## src/rtl/dmem_arb_pkg.sv

```systemverilog
// Shared definitions for the data-memory port arbiter: response owner tags
// and the default memory geometry.
package dmem_arb_pkg;

    typedef enum logic {
        OWNER_CPU = 1'b0,
        OWNER_DMA = 1'b1
    } owner_e;

    localparam int DMEM_ADDR_W = 14;
    localparam int DMEM_DATA_W = 32;

endpackage

```

## src/rtl/dmem_port_arbiter_sat_counter.sv

```systemverilog
// Saturating up-counter with synchronous clear; holds at LIMIT until cleared.
module sat_counter #(
    parameter int WIDTH = 8,
    parameter int LIMIT = 8
) (
    input  logic             clk,
    input  logic             rst,
    input  logic             inc,
    input  logic             clr,
    output logic [WIDTH-1:0] count
);

    localparam logic [WIDTH-1:0] LIMIT_V = WIDTH'(LIMIT);

    logic [WIDTH-1:0] count_r;

    // Count register: clear wins over increment, increment stops at the limit
    always_ff @(posedge clk) begin
        if (rst) begin
            count_r <= {WIDTH{1'b0}};
        end else if (clr) begin
            count_r <= {WIDTH{1'b0}};
        end else if (inc && (count_r < LIMIT_V)) begin
            count_r <= count_r + WIDTH'(1);
        end else begin
            count_r <= count_r;
        end
    end

    assign count = count_r;

endmodule

```

## src/rtl/dmem_port_arbiter.sv

```systemverilog
// Shares one data-memory port between the CPU memory stage (fixed priority)
// and a DMA requester with a starvation guard; routes read data to its issuer.
module dmem_port_arbiter
    import dmem_arb_pkg::*;
#(
    parameter int ADDR_W       = DMEM_ADDR_W,
    parameter int DATA_W       = DMEM_DATA_W,
    parameter int STARVE_LIMIT = 8
) (
    input  logic                clk,
    input  logic                rst,
    input  logic                cpu_req_valid,
    output logic                cpu_req_ready,
    input  logic [ADDR_W-1:0]   cpu_req_addr,
    input  logic [DATA_W/8-1:0] cpu_req_we,
    input  logic [DATA_W-1:0]   cpu_req_wdata,
    output logic                cpu_rsp_valid,
    output logic [DATA_W-1:0]   cpu_rsp_data,
    input  logic                dma_req_valid,
    output logic                dma_req_ready,
    input  logic [ADDR_W-1:0]   dma_req_addr,
    input  logic [DATA_W/8-1:0] dma_req_we,
    input  logic [DATA_W-1:0]   dma_req_wdata,
    output logic                dma_rsp_valid,
    output logic [DATA_W-1:0]   dma_rsp_data,
    output logic                mem_en,
    output logic [ADDR_W-1:0]   mem_addr,
    output logic [DATA_W/8-1:0] mem_we,
    output logic [DATA_W-1:0]   mem_din,
    input  logic [DATA_W-1:0]   mem_dout,
    output logic [31:0]         cpu_denied_cnt,
    input  logic                cnt_clr
);

    localparam int         BE_W     = DATA_W / 8;
    localparam logic [7:0] STARVE_V = 8'(STARVE_LIMIT);

    logic       grant_cpu_s;
    logic       grant_dma_s;
    logic       rd_grant_s;
    logic [7:0] wait_cnt_s;
    logic       rsp_pending_r;
    owner_e     rsp_owner_r;
    logic [31:0] denied_cnt_r;

    // Grant: DMA wins when the CPU is idle or the DMA has starved long enough
    always_comb begin
        grant_dma_s = 1'b0;
        grant_cpu_s = 1'b0;
        if (rst) begin
            grant_dma_s = 1'b0;
            grant_cpu_s = 1'b0;
        end else begin
            grant_dma_s = dma_req_valid & (~cpu_req_valid | (wait_cnt_s >= STARVE_V));
            grant_cpu_s = cpu_req_valid & ~grant_dma_s;
        end
    end

    assign cpu_req_ready = grant_cpu_s;
    assign dma_req_ready = grant_dma_s;

    // Memory port mux: the winner's request, or an all-zero idle port
    always_comb begin
        mem_en   = 1'b0;
        mem_addr = {ADDR_W{1'b0}};
        mem_we   = {BE_W{1'b0}};
        mem_din  = {DATA_W{1'b0}};
        if (grant_cpu_s) begin
            mem_en   = 1'b1;
            mem_addr = cpu_req_addr;
            mem_we   = cpu_req_we;
            mem_din  = cpu_req_wdata;
        end else if (grant_dma_s) begin
            mem_en   = 1'b1;
            mem_addr = dma_req_addr;
            mem_we   = dma_req_we;
            mem_din  = dma_req_wdata;
        end else begin
            mem_en   = 1'b0;
            mem_addr = {ADDR_W{1'b0}};
            mem_we   = {BE_W{1'b0}};
            mem_din  = {DATA_W{1'b0}};
        end
    end

    assign rd_grant_s = mem_en & (mem_we == {BE_W{1'b0}});

    sat_counter #(
        .WIDTH (8),
        .LIMIT (STARVE_LIMIT)
    ) u_wait_cnt (
        .clk   (clk),
        .rst   (rst),
        .inc   (dma_req_valid & ~grant_dma_s),
        .clr   (grant_dma_s | ~dma_req_valid),
        .count (wait_cnt_s)
    );

    // Tag the read in flight so next cycle's memory data reaches its issuer
    always_ff @(posedge clk) begin
        if (rst) begin
            rsp_pending_r <= 1'b0;
            rsp_owner_r   <= OWNER_CPU;
        end else begin
            rsp_pending_r <= rd_grant_s;
            rsp_owner_r   <= grant_dma_s ? OWNER_DMA : OWNER_CPU;
        end
    end

    // A reset landing on the response cycle suppresses that response
    assign cpu_rsp_valid = rsp_pending_r & ~rst & (rsp_owner_r == OWNER_CPU);
    assign dma_rsp_valid = rsp_pending_r & ~rst & (rsp_owner_r == OWNER_DMA);
    assign cpu_rsp_data  = mem_dout;
    assign dma_rsp_data  = mem_dout;

    // CPU denied-cycle counter; clear has priority over increment
    always_ff @(posedge clk) begin
        if (rst) begin
            denied_cnt_r <= 32'd0;
        end else if (cnt_clr) begin
            denied_cnt_r <= 32'd0;
        end else if (cpu_req_valid && !grant_cpu_s) begin
            denied_cnt_r <= denied_cnt_r + 32'd1;
        end else begin
            denied_cnt_r <= denied_cnt_r;
        end
    end

    assign cpu_denied_cnt = denied_cnt_r;

endmodule

```

## config.mk

```make
export PLATFORM = sky130hd
export DESIGN_NAME = dmem_port_arbiter
export DESIGN_NICKNAME = d
export VERILOG_FILES = /design/src/rtl/dmem_arb_pkg.sv /design/src/rtl/dmem_port_arbiter_sat_counter.sv /design/src/rtl/dmem_port_arbiter.sv
export SDC_FILE = /design/constraint.sdc
export NUM_CORES = 1
export LEC_CHECK = 0
export ABC_AREA = 1
export BUFFER_PORTS_ARGS = -buffer_cell sky130_fd_sc_hd__buf_2
export CAP_MARGIN = 10
export CORE_AREA = 2 2 110 112
export DETAILED_ROUTE_END_ITERATION = 7
export DIE_AREA = 0 0 112 114
export PLACE_DENSITY = 0.67
export SLEW_MARGIN = 20
export SYNTH_ARGS = -nofsm -noshare
export SYNTH_HDL_FRONTEND = slang
export SYNTH_SLANG_ARGS = --single-unit
```

## constraint.sdc

```tcl
create_clock -name clk -period 1.5 [get_ports clk]
set_input_delay 0.15 -clock clk [delete_from_list [all_inputs] [get_ports clk]]
set_output_delay 0.15 -clock clk [all_outputs]
set_load 0.05 [all_outputs]
```

==> results of run 1 <==
==> worst reg2reg max path, stage by stage (launching register included) <==
cell	delay, ps
dfxtp_2	330
nor2_4	120
nand4_4	150
nand2_4	110
nand2_4	70
buf_6	140
buf_6	130
nand2_8	140
clkbuf_16	200
nor2_2	40
nor2_1	80
nor2_1	40
==> metrics by stage <==
| stage | area, sq um | util, % |
|---|---|---|
| floorplan | 3850 | - |
| global placement | 4730 | 40.4 |
| detailed placement | 4730 | 40.4 |
| CTS | 5520 | 47.2 |
| global route | 6110 | 52.2 |
| finish | 6110 | 52.2 |
==> synthesized netlist by cell type (all sizes together) <==
master | count | area (sq um)
nand2 | 164 | 628
buf | 79 | 583
nor2 | 74 | 293
a22o | 46 | 403
dfxtp | 42 | 841
a21oi | 30 | 150
inv | 27 | 101
nand3b | 13 | 97.6
nand3 | 11 | 60.1
xor2 | 11 | 96.3
nand4 | 6 | 43.8
o21ai | 6 | 30.0
xnor2 | 5 | 43.8
clkbuf | 4 | 15.0
ha | 3 | 37.5
clkinv | 1 | 3.75
conb | 1 | 3.75
nor3 | 1 | 5.00
o211ai | 1 | 7.51
==> repair_timing <==
item | CTS | global route
endpoints found under the hold margin | 0 | 0
pin swaps | 6 | 34
endpoints found under the setup margin | 83 | 84
buffers inserted | 5 | 5
gates cloned | 3 | 6
resized for setup | 139 | 112
hold buffers | 0 | 0
==> state kept, by name, indices dropped and copies added (netlist names) <==
signal	flops
u_wait_cnt.count	8
cpu_denied_cnt	32
rsp_pending_r	1
rsp_owner_r	1
==> metal layers <==
layer	track usage [%]	vias up	part of all wire (%)
met1	25.5	1857	42
met4	2.68	2	0.81
li1	-	1974	-
met5	2.35	-	0.27
met2	35.6	174	48
met3	7.39	13	8.9
==> cell type report <==
type | count | area, sq um
Clock buffer | 5 | 125
Clock inverter | 3 | 68.8
Fill cell | 1106 | 5600
Inverter | 28 | 138
Multi-Input combinational cell | 375 | 2710
Sequential cell | 42 | 881
Tap cell | 147 | 184
Timing Repair Buffer | 236 | 2010
==> cell families after synthesis <==
group | share of synthesized area (%)
simple gates | 32.7
flops | 24.4
fa+ha+maj | 1.09
other cells | 0.109
compound gates | 17.2
xor+xnor | 4.07
buf+inv | 20.4
==> power by group <==
group	switching (mW)	internal, mW
combinational	0.752	0.601
clock	0.486	0.957
sequential	0.0104	1.13
==> path summary, 6_finish.rpt <==
kind                                     from                                to  slack, ps  cells after the start
max          u_wait_cnt.count[7]$_SDFFE_PP0P_                       mem_din[17]       -330                      7
min                                   cnt_clr    cpu_denied_cnt[1]$_SDFFE_PP0P_        250                      5
max reg2reg  u_wait_cnt.count[7]$_SDFFE_PP0P_   cpu_denied_cnt[19]$_SDFFE_PP0P_       -160                     11
min reg2reg  u_wait_cnt.count[2]$_SDFFE_PP0P_  u_wait_cnt.count[2]$_SDFFE_PP0P_        500                      2
==> impl_metrics.yaml, run 1 <==
clock_tree:
  clockBufferDepth: 2
  cts_buffers: 5
  clockRootBuffer: "clkbuf_16"
  cts_max_level: 2
  cts_tree: "yes"
  cts.sinks: 42
  clock_latency_ps: 290
  clk_pin_slew_ps: 70
global_route:
  antenna_found_initial: 0
  grt_remaining_overflow: 0
  grt_pass1_wl_microns: 20600
  grt_usage_pct: 20.7
  grt_pass1_vias: 3815
  grt_max_degree: 30
route:
  drt-initial-drc-count: 162
  drc: 0
  dr.pass1.iters: 4
  num_vias: 4020
  via_per_inst: 4.81
  drt_wl_total_microns: 14900
  ant_nets: 0
  drt-wirelength-per-cell_microns: 17.8
synthesis:
  ys_seq_elements: 42
  ys_types: 28
  synth_area_per_cell_sq_um: 6.56
  ys.warnings.count: 0
  netlist_area_sq_um: 3440
  ys_seq_area_share_pct: 24.4
  synthCells: 525
floorplanning:
  core_area_sq_um: 11700
  die-area_sq_um: 12800
  io_pins: 288
  die_w_microns: 112
  initial_core_util_pct: 29.4
  num_rows: 40
  die_h_microns: 114
critical_path:
  cp_max_fo: 8
  crit_family: "buffers and inverters"
  critPathLaunchType: "flop"
  slowest_delay_ps: 330
  required_ps: 1350
  worstSetupPathType: "flop to output pin"
  crit_buf_inv: 3
  cp_slowest_cell: "dfxtp_2"
  crit_chain: "nor2_4 -> nand4_4 -> nand3_4 -> inv_8 -> clkbuf_16 -> a22o_4 -> buf_6"
  cp-end-kind: "output pin"
  arrival_ps: 1680
placement:
  hpwlAfterDp_microns: 10900
  numPlacedInstances: 810
  preCtsSetupSlack_ps: -149
  port_buffers: 191
  gp_congestion: 0.849
outcome:
  violations: "setup timing"
  status: "complete, but fails checks"
power_and_ir_drop:
  power_density_nw_per_um2: 643
  ir_drop_mv: 0.342
  p_total_mw: 3.93
  leakage_nw: 2.89
job:
  drv_cap: 0
cells_and_area:
  layout-drive-gt1-share_pct: 58.6
  fin_cells: 836
  area_growth_pct: 77.6
  mostFrequentLayoutCells: "138 x buf_2, 127 x nand2_1, 64 x nor2_1, 42 x buf_6, 41 x a22o_4"
  num_antenna_cells: 0
  layout_commonest_cell: "buf_2"
  final_net_count: 828
timing:
  hold_ws_ps: 250
  slew_viol_final: 0
  setup_viol: 83
  finalHoldViolations: 0
  skew_ps: 8.82
  max_freq_ghz: 0.547
  finalCriticalPeriod_ps: 1830
  min_period_over_period_pct: 122
  rsz0062_at_grt: "true"
  fin_ws_ps: -330
  finalSetupTns_ps: -18320
worst_hold_path:
  hold_class: "input port to flop"
No activity file was read; power rests on OpenSTA's default activity.
==> inputs of run 2 (changes only) <==
CTS_BUF_LIST = sky130_fd_sc_hd__clkbuf_8 sky130_fd_sc_hd__clkbuf_16   (was unset)
SKIP_CTS_REPAIR_TIMING = 1   (was unset)
==> impl_metrics.yaml, run 2 (synthesized netlist as in run 1, its figures left out) <==
outcome:
  status: "complete, but fails checks"
  violations: "setup timing"
global_route:
  grt_remaining_overflow: 0
  grt_pass1_wl_microns: 19700
  grt_pass1_vias: 3652
  grt_usage_pct: 19.7
  grt_max_degree: 35
  antenna_found_initial: 0
critical_path:
  startpoint: "u_wait_cnt.count[6]$_SDFFE_PP0P_"
  crit_chain: "nor2_2 -> nand4_4 -> nand3_4 -> inv_8 -> clkbuf_16 -> a22o_4 -> buf_12"
  critPathLaunchType: "flop"
  cp_slowest_cell: "dfxtp_1"
  cp_max_fo: 8
  cp-end-kind: "output pin"
  cp.depth: 7
  crit_buf_inv: 3
  required_ps: 1350
  crit_family: "simple AND/OR/NAND/NOR gates"
  critPathCapture: "mem_addr[13]"
  reg2regPathDepth: 9
  reg2reg_from: "u_wait_cnt.count[6]$_SDFFE_PP0P_"
  slowest_delay_ps: 310
  arrival_ps: 1690
  reg2reg_setup_slack_ps: 20
  r2r-end: "cpu_denied_cnt[12]$_SDFFE_PP0P_"
  worstSetupPathType: "flop to output pin"
floorplanning:
  die_h_microns: 114
  initial_core_util_pct: 29.4
  core_area_sq_um: 11700
  die-area_sq_um: 12800
  die_w_microns: 112
  num_rows: 40
  io_pins: 288
timing:
  finalHoldViolations: 0
  slew_viol_final: 0
  fin_ws_ps: -344
  rsz0062_at_grt: "true"
  finalCriticalPeriod_ps: 1840
  finalSetupTns_ps: -15030
  skew_ps: 9.52
  setup_viol: 53
  min_period_over_period_pct: 123
  max_freq_ghz: 0.542
cells_and_area:
  multiInputGateArea_sq_um: 2360
  fillers: 1158
  mostFrequentLayoutCells: "156 x nand2_1, 138 x buf_2, 64 x nor2_1, 45 x buf_6, 41 x a22o_4"
  fin_cells: 828
  final_net_count: 820
  num_antenna_cells: 0
  layout_commonest_cell: "nand2_1"
  area_growth_pct: 62.1
  regArea_sq_um: 880
  postLayoutCellArea_sq_um: 5580
  largest_register_ffs: 32
  layout-drive-gt1-share_pct: 49.3
power_and_ir_drop:
  ir_drop_mv: 0.343
  combPwrFrac_pct: 32.4
  sequentialPowerShare_pct: 29.8
  p_clk_share_pct: 37.8
  power.internal_mw: 2.62
  p_total_mw: 3.81
  leakage_nw: 2.58
  power_density_nw_per_um2: 682
  swShare_pct: 31.1
  netSwitchingPower_mw: 1.18
clock_tree:
  clockBufferDepth: 2
  cts.sinks: 42
  cts_tree: "yes"
  clock_latency_ps: 290
  cts_buffers: 5
  clockRootBuffer: "clkbuf_16"
  clk_pin_slew_ps: 70
  cts_max_level: 2
route:
  drt_wl_total_microns: 14200
  drt-wirelength-per-cell_microns: 17.1
  num_vias: 3933
  drc: 0
  dr.pass1.iters: 4
  ant_nets: 0
  via_per_inst: 4.75
  drt-initial-drc-count: 143
placement:
  postPlaceCellArea_sq_um: 4730
  hpwlAfterDp_microns: 10900
  port_buffers: 191
  gp_congestion: 0.849
  preCtsSetupSlack_ps: -149
  numPlacedInstances: 810
worst_hold_path:
  hold_path_depth: 5
  hold_class: "input port to flop"
job:
  drv_cap: 0
## run 2: final cells by class
cell class / instances / area share [%]
Multi-Input combinational cell: 375 / 42.3
Timing Repair Buffer: 228 / 32.9
Sequential cell: 42 / 15.8
Tap cell: 147 / 3.29
Inverter: 28 / 2.33
Clock buffer: 5 / 2.24
Clock inverter: 3 / 1.23
## run 2: worst min path at each step
stage,from,endpoint,slack (ps)
final,cnt_clr,cpu_denied_cnt[19]$_SDFFE_PP0P_,260
after floorplan,cnt_clr,cpu_denied_cnt[19]$_SDFFE_PP0P_,340
after global routing,cnt_clr,cpu_denied_cnt[19]$_SDFFE_PP0P_,290
after detailed placement,mem_dout[12],cpu_rsp_data[12],300
after global placement,mem_dout[12],cpu_rsp_data[12],300
after CTS,cnt_clr,cpu_denied_cnt[19]$_SDFFE_PP0P_,270
## run 2: power groups by stage
stage | Clock, mW | Sequential, mW | Combinational, mW
global route | 1.50 | 1.14 | 1.29
finish | 1.44 | 1.14 | 1.23
detailed placement | 0 | 1.16 | 1.02
CTS | 1.45 | 1.13 | 1.02
floorplan | 0 | 1.17 | 1.09
global placement | 0 | 1.16 | 1.02
## run 2: layer usage
| metal | GRT usage (%) | share of wire (%) | up-vias | routed length (microns) |
|---|---|---|---|---|
| met1 | 24.4 | 42 | 1762 | 5920 |
| met3 | 7.76 | 11 | 15 | 1500 |
| li1 | - | - | 1953 | - |
| met2 | 32.6 | 46 | 201 | 6570 |
| met5 | 2.35 | 0.28 | - | 40 |
| met4 | 3.50 | 1.1 | 2 | 153 |
## run 2: worst register-to-register path: stages (launching register included)
cell     delay, ps
dfxtp_1        310
nor2_2         160
nand4_4        130
nand2_2        130
nand2_4         80
buf_6          150
nand2_4        110
buf_8          150
nand2_1         60
a21oi_1        130
## run 2: per-stage QoR
step / hold WS, ps / util [%]
after floorplan: 342 / -
after global placement: 300 / 40.4
after detailed placement: 300 / 40.4
after CTS: 267 / 42.0
after global routing: 287 / 47.7
final: 258 / 47.7
